===== config.mk =====
export PLATFORM = sky130hd
export DESIGN_NAME = seq_detect_scheduler
export DESIGN_NICKNAME = d
export VERILOG_FILES = /design/src/rtl/seq_detect_scheduler.sv
export SDC_FILE = /design/constraint.sdc
export NUM_CORES = 1
export LEC_CHECK = 0
export CAP_MARGIN = 15
export CORE_ASPECT_RATIO = 0.9
export CORE_MARGIN = 2
export CORE_UTILIZATION = 40
export CTS_CLUSTER_DIAMETER = 120
export DETAILED_ROUTE_END_ITERATION = 8
export DONT_BUFFER_PORTS = 1
export GPL_ROUTABILITY_DRIVEN = 0
export HOLD_SLACK_MARGIN = 0.06
export MAX_ROUTING_LAYER = met4
export PLACE_DENSITY = 0.53
export SLEW_MARGIN = 30
export SYNTH_ARGS = -nofsm -noshare
export SYNTH_HDL_FRONTEND = slang
export SYNTH_SLANG_ARGS = --single-unit

===== constraint.sdc =====
create_clock -name clock -period 2.1 [get_ports clock]
set_clock_uncertainty 0.2 [all_clocks]
set_input_delay 0.21 -clock clock [delete_from_list [all_inputs] [get_ports clock]]
set_output_delay 0.21 -clock clock [all_outputs]
set_load 0.02 [all_outputs]

===== src/rtl/seq_detect_scheduler.sv =====
// Round-robin scheduler that time-shares one external serial sequence detector
// among NREQ requesters and returns the per-job hit count.
module seq_detect_scheduler #(
    parameter int unsigned NREQ   = 4,
    parameter int unsigned WORD_W = 8,
    parameter int unsigned CNT_W  = $clog2(WORD_W + 1)
) (
    input  logic                       clock,
    input  logic                       reset,
    input  logic [NREQ-1:0]            req_valid,
    input  logic [NREQ*WORD_W-1:0]     req_data,
    output logic [NREQ-1:0]            req_ready,
    output logic                       det_i,
    output logic                       det_reset,
    input  logic                       det_out,
    output logic                       rsp_valid,
    output logic [$clog2(NREQ)-1:0]    rsp_id,
    output logic [CNT_W-1:0]           rsp_count,
    input  logic                       rsp_ready,
    output logic                       busy
);

    localparam int unsigned ID_W  = $clog2(NREQ);
    localparam int unsigned BIT_W = $clog2(WORD_W);

    typedef enum logic [2:0] {
        IDLE,
        CLEAR,
        SHIFT,
        DRAIN,
        RESP
    } state_t;

    state_t             state;
    logic [ID_W-1:0]    rr_ptr;
    logic [WORD_W-1:0]  word;
    logic [BIT_W-1:0]   bit_cnt;

    logic               gnt_found;
    logic [ID_W-1:0]    gnt_idx;
    int unsigned        cand;

    // First valid requester at or above rr_ptr, wrapping modulo NREQ.
    always_comb begin
        gnt_found = 1'b0;
        gnt_idx   = '0;
        cand      = 0;
        for (int unsigned i = 0; i < NREQ; i++) begin
            cand = (32'(rr_ptr) + i) % NREQ;
            if (!gnt_found && req_valid[ID_W'(cand)]) begin
                gnt_found = 1'b1;
                gnt_idx   = ID_W'(cand);
            end
        end
    end

    // The accept pulse must land in the grant cycle itself, so it is decoded
    // from the IDLE state rather than registered.
    always_comb begin
        req_ready = '0;
        if (!reset && state == IDLE && gnt_found)
            req_ready = NREQ'(1) << gnt_idx;
    end

    assign det_reset = reset | (state == CLEAR);

    // Job FSM and datapath; rsp_count doubles as the hit counter.
    always_ff @(posedge clock) begin
        if (reset) begin
            state     <= IDLE;
            rr_ptr    <= '0;
            word      <= '0;
            bit_cnt   <= '0;
            det_i     <= 1'b0;
            rsp_valid <= 1'b0;
            rsp_id    <= '0;
            rsp_count <= '0;
            busy      <= 1'b0;
        end else begin
            case (state)
                IDLE: begin
                    if (gnt_found) begin
                        word   <= req_data[32'(gnt_idx)*WORD_W +: WORD_W];
                        rsp_id <= gnt_idx;
                        rr_ptr <= ID_W'((32'(gnt_idx) + 32'd1) % NREQ);
                        busy   <= 1'b1;
                        state  <= CLEAR;
                    end
                end
                CLEAR: begin
                    rsp_count <= '0;
                    bit_cnt   <= BIT_W'(WORD_W - 1);
                    det_i     <= word[WORD_W-1];
                    state     <= SHIFT;
                end
                SHIFT: begin
                    // det_out in the first shift cycle still reflects the cleared detector.
                    if (bit_cnt != BIT_W'(WORD_W - 1) && det_out)
                        rsp_count <= rsp_count + CNT_W'(1);
                    if (bit_cnt == '0) begin
                        det_i <= 1'b0;
                        state <= DRAIN;
                    end else begin
                        det_i   <= word[bit_cnt - BIT_W'(1)];
                        bit_cnt <= bit_cnt - BIT_W'(1);
                    end
                end
                DRAIN: begin
                    if (det_out)
                        rsp_count <= rsp_count + CNT_W'(1);
                    rsp_valid <= 1'b1;
                    state     <= RESP;
                end
                RESP: begin
                    if (rsp_ready) begin
                        rsp_valid <= 1'b0;
                        busy      <= 1'b0;
                        state     <= IDLE;
                    end
                end
                default: state <= IDLE;
            endcase
        end
    end

endmodule


# Word level (Yosys, flattened, before mapping)
# Index checks and enable logic that the tools add are counted.
# word_totals
ff_bits	25
elab_cells	90
# op_classes
add_sub_neg	6
n_lt_le_gt_ge	5
eq_ne	11
shifts	2
mux	34
bitwise_logic	1
reduce_logical	22
# op_table
op	n
indexed part select 32 x 6 -> 8 bit	1
one-hot mux 3 bit (5 select lines)	1
< comparator 2 x 3 -> 1 bit (second input constant)	4
2-to-1 mux 1 bit	12
2-to-1 mux 3 bit	4
2-to-1 mux 4 bit	3
inequality test 2 bit (second input constant)	6
one-hot mux 4 bit (3 select lines)	1
AND reduction 3 bit	3
binary-select mux 1 bit (select 2 bit)	4
2-to-1 mux 2 bit	4
equality test 3 x 2 -> 1 bit (second input constant)	2
logical AND 1 bit	6
zero test 3 bit	2
one-hot mux 1 bit (2 select lines)	3
one-hot mux 3 bit (2 select lines)	1
AND reduction 2 bit	3
nonzero test 2 bit	3
adder 2 x 1 -> 2 bit (second input constant)	2
adder 2 bit (second input constant)	2
adder 4 x 1 -> 4 bit (second input constant)	1
zero test 1 bit	4
< comparator 3 x 4 -> 1 bit (second input constant)	1
<< shifter 1 x 2 -> 4 bit (first input constant)	1
other kinds (7)	7

# Logic depth before layout (Yosys ltp)
# logic_depth
depth_word	14
mapped_depth	8

# Worst setup path after synthesis
# Ideal clock, no wire load.
# synth_path
path_kind	reg-to-output
start	register rr_ptr[1]
end	output port req_ready[1]
arrival_ns	1.871
required_time_ns	1.690
slack_ns	-0.181
path_stages_with_launch	7
path_buffers	2
cell_sequence	dfxtp_1 mux2i_1 nor2_2 or3_1 buf_6 buf_4 nor3_1
# synth_via
elab_chain_len	14
word_cells_on_any_way	28
# synth_lines
item	line	source
from (decl)	35	logic [ID_W-1:0] rr_ptr;
from (signal assigned)	85	rr_ptr <= ID_W'((32'(gnt_idx) + 32'd1) % NREQ);
branches (longest 13 deep; another with adder 2 x 1 -> 2 bit)	--	
2-to-1 mux 4 bit *	61	if (!reset && state == IDLE && gnt_found)
to (decl)	12	output logic [NREQ-1:0] req_ready,
# Every way passes the cells marked *. The select of a mux whose other input is x is not followed.

# Worst setup path after layout
# layout_path
start	register rr_ptr[1]
end	register word[6]
# layout_via
elab_chain_len	13
word_cells_on_any_way	27
# layout_lines
item	line	source
branches (longest 13 deep; another with adder 2 x 1 -> 2 bit)	--	
to (signal assigned)	83	word <= req_data[32'(gnt_idx)*WORD_W +: WORD_W];
to (decl)	36	logic [WORD_W-1:0] word;
# Parallel ways; which one is timed is not known. The select of a mux whose other input is x is not followed.
# A chain may end at the register's enable or synchronous reset.

==> out/results.ini <==
[timing]
fmax_mhz=466.1
rsz0062_at_grt=true
slew_headroom_pct=44.70
hold_viol_final=0
finalCriticalPeriod_ps=2146
timing.final.ws_setup_ps=-45.56
worst_pin_slew_ps=829.5
slew_viol_final=0
min_period_over_period_pct=102.2
worst_hold_slack_ps=136.8
final-setup-viol-count=3

[grt]
grt_pass1_vias=1623
grt_pass1_wl_um=7803
grt-ovfl-total=0
grt_usage_pct=22.09
grt_max_degree=23
antenna_found_initial=0

[detailed_routing]
dr.pass1.iters=4
drc_errors=0
drt-wirelength-per-cell_um=18.12
drt-total-wl_um=4857
vias_per_cell=5.933
vias=1590
antenna_left=0
drtIter0Drc=73

[yosys]
synth_top_area_share_pct=30.96
synth.largest_area_cell=dfxtp_1
avgSynthCellArea_um2=8.834
ys_async_sr_fraction_pct=0
synth_enable_flop_cells=0
yosysWarnings=0
synthMostInstantiatedCell=dfxtp_1
ys.flop_type=dfxtp_1
yosysSeqAreaShare_pct=30.96
syn_nets=227
synthesis.instances=183
yosys-top-cells-area=dfxtp_1, a2111oi_2, nand2_1
synth.distinct_cells=45
ys_top_cells_by_count=dfxtp_1, nand2_1, nor3_1
ys_ff_latch=25
syn_area_um2=1617

[critical_path]
reg2reg_slack_ps=-50
r2r_start=rr_ptr[1]
worst_setup_path_start_kind=register
slowest_delay_ps=440
cp_data_arrival_time_ps=2100
path_cells=mux2i_2 > nor2_2 > or3_4 > buf_4 > a2111oi_2 > a311oi_1
cp_max_fo=10
path_class=register to register
reg2reg_depth=6
critPathSlowestCell=or3_4
cp.required_ps=2060
rr_endpoint=word[6]
critPathCaptureType=register

[pwr]
p_total_mw=2.584
ir_drop_mv=0.6020
power_density_nw_per_um2=1168
p_leak_nw=0.8150

[hold_path]
holdCritPathClass=input pin to register
hold_depth=3
min_to=state[0]
min_from=req_valid[3]

[place]
dp_slack_ps=20.65
port_buffers=0
dp_hpwl_um=3153

[cts]
htreeDepth=1
clockBufferDepth=2
clock-sinks=25
clkTransAtPathRegs_ps=90
clock_latency_ps=270
cts_buffers=3
clock_tree.root_cell=clkbuf_8
cts_tree=done

[finish]
nets=267
drive_above_1_share_pct=27.03
seq_area_um2=506.7
fillers=346
diodes=0
multi_input_area_um2=1117
area_growth_pct=36.84

[die]
dieArea_um2=4567
start_util_pct=42.43
rows=21
die_h_um=64.31
io_pins=54
die_x_um=71.01
core-area_um2=3810

[run_status]
violations=negative setup slack
status=finished, violations left

[job]
cap_viol_max_count=0

-- sequential cells by signal, indices dropped and copies added, names as in the netlist, 2 cells and up --
signal and count:
rsp_count 4, word 8, rsp_id 2, state 3
rr_ptr 2, bit_cnt 3
-- through the flow --
step	TNS (ps)	instances	instance area, um2	utilization [%]
3_3_place_gp	0	234	1752	45.98
2_1_floorplan	-13.76	183	1632	-
6_report	-75.24	268	2212	58.06
3_5_place_dp	0	234	1752	45.98
4_1_cts	-83.63	267	2145	56.29
5_1_grt	-365.4	268	2212	58.06
-- area by class of cell --
| type | instances | share of cell area (%) |
|---|---|---|
| multi-input cells | 135 | 50.51 |
| flip-flops and latches | 25 | 22.91 |
| repair buffers | 49 | 20.36 |
| well taps | 46 | 2.602 |
| clock buffers | 3 | 1.867 |
| inverters | 9 | 1.527 |
| clock inverters | 1 | 0.2262 |
-- per-layer routing --
metal	GRT usage, %	wire, um	vias up
met2	34.93	2393	54
met5	-	0	-
met1	28.02	2082	778
met4	6.604	52	0
li1	-	-	752
met3	5.363	329	6
-- report_power, final --
| part | internal, mW | total [mW] | switching (mW) | leakage, nW |
|---|---|---|---|---|
| sequential | 0.637 | 0.827 | 0.190 | 0.208 |
| combinational | 0.689 | 1.47 | 0.778 | 0.582 |
| clock | 0.133 | 0.291 | 0.158 | 0.0255 |
-- worst max-delay path: cells and delay by family (launching register included) --
family                 cells  cell delay, ps
buffers and inverters      1             220
multiplexers               1             230
flip-flops                 1             390
AO/OA/AOI/OAI              2             480
AND/OR/NAND/NOR            2             510
-- logic make-up (layout without fill, tap and decap cells) --
| logic type | count (synthesis) | in the layout | synth area share (%) |
|---|---|---|---|
| AO/OA/AOI/OAI | 46 | 46 | 25.46 |
| XOR/XNOR | 6 | 6 | 3.251 |
| adder cells (fa/ha/maj) | 4 | 4 | 3.096 |
| buffers and inverters | 23 | 62 | 7.817 |
| flip-flops | 25 | 25 | 30.96 |
| multiplexers | 6 | 6 | 5.340 |
| AND/OR/NAND/NOR | 73 | 73 | 24.07 |
-- how the worst max path moves through the flow --
stage	start	end	slack, ps
3_3_place_gp	bit_cnt[0]	rsp_count[3]	130
3_5_place_dp	rr_ptr[1]	word[5]	20
4_1_cts	rr_ptr[1]	req_ready[1]	-50
6_report	rr_ptr[1]	word[6]	-50
2_1_floorplan	rr_ptr[1]	req_ready[1]	-10
5_1_grt	rr_ptr[1]	word[6]	-60
-- layout by cell type (no fill, tap or decap), types with 5 or more instances in the layout --
master | synthesis | layout
dlygate4sd3_1 | 0 | 25
nor2_1 | 12 | 12
nand2_1 | 23 | 22
dfxtp_1 | 25 | 22
nor4b_1 | 8 | 8
nor3_1 | 14 | 9
a2111oi_4 | 1 | 6
a311oi_1 | 7 | 7
buf_4 | 1 | 19
inv_1 | 9 | 9
a21oi_1 | 11 | 11
a211oi_1 | 5 | 5
o21bai_1 | 7 | 7
-- what timing repair did --
item                                   4_1_cts  5_1_grt
gates resized for setup                     11       14
hold buffers                                26        0
pin swaps                                    0        4
endpoints found under the hold margin       25        0
setup endpoints to repair                    4       14
buffers inserted                             3        2
(Power assumes the default switching activity.)
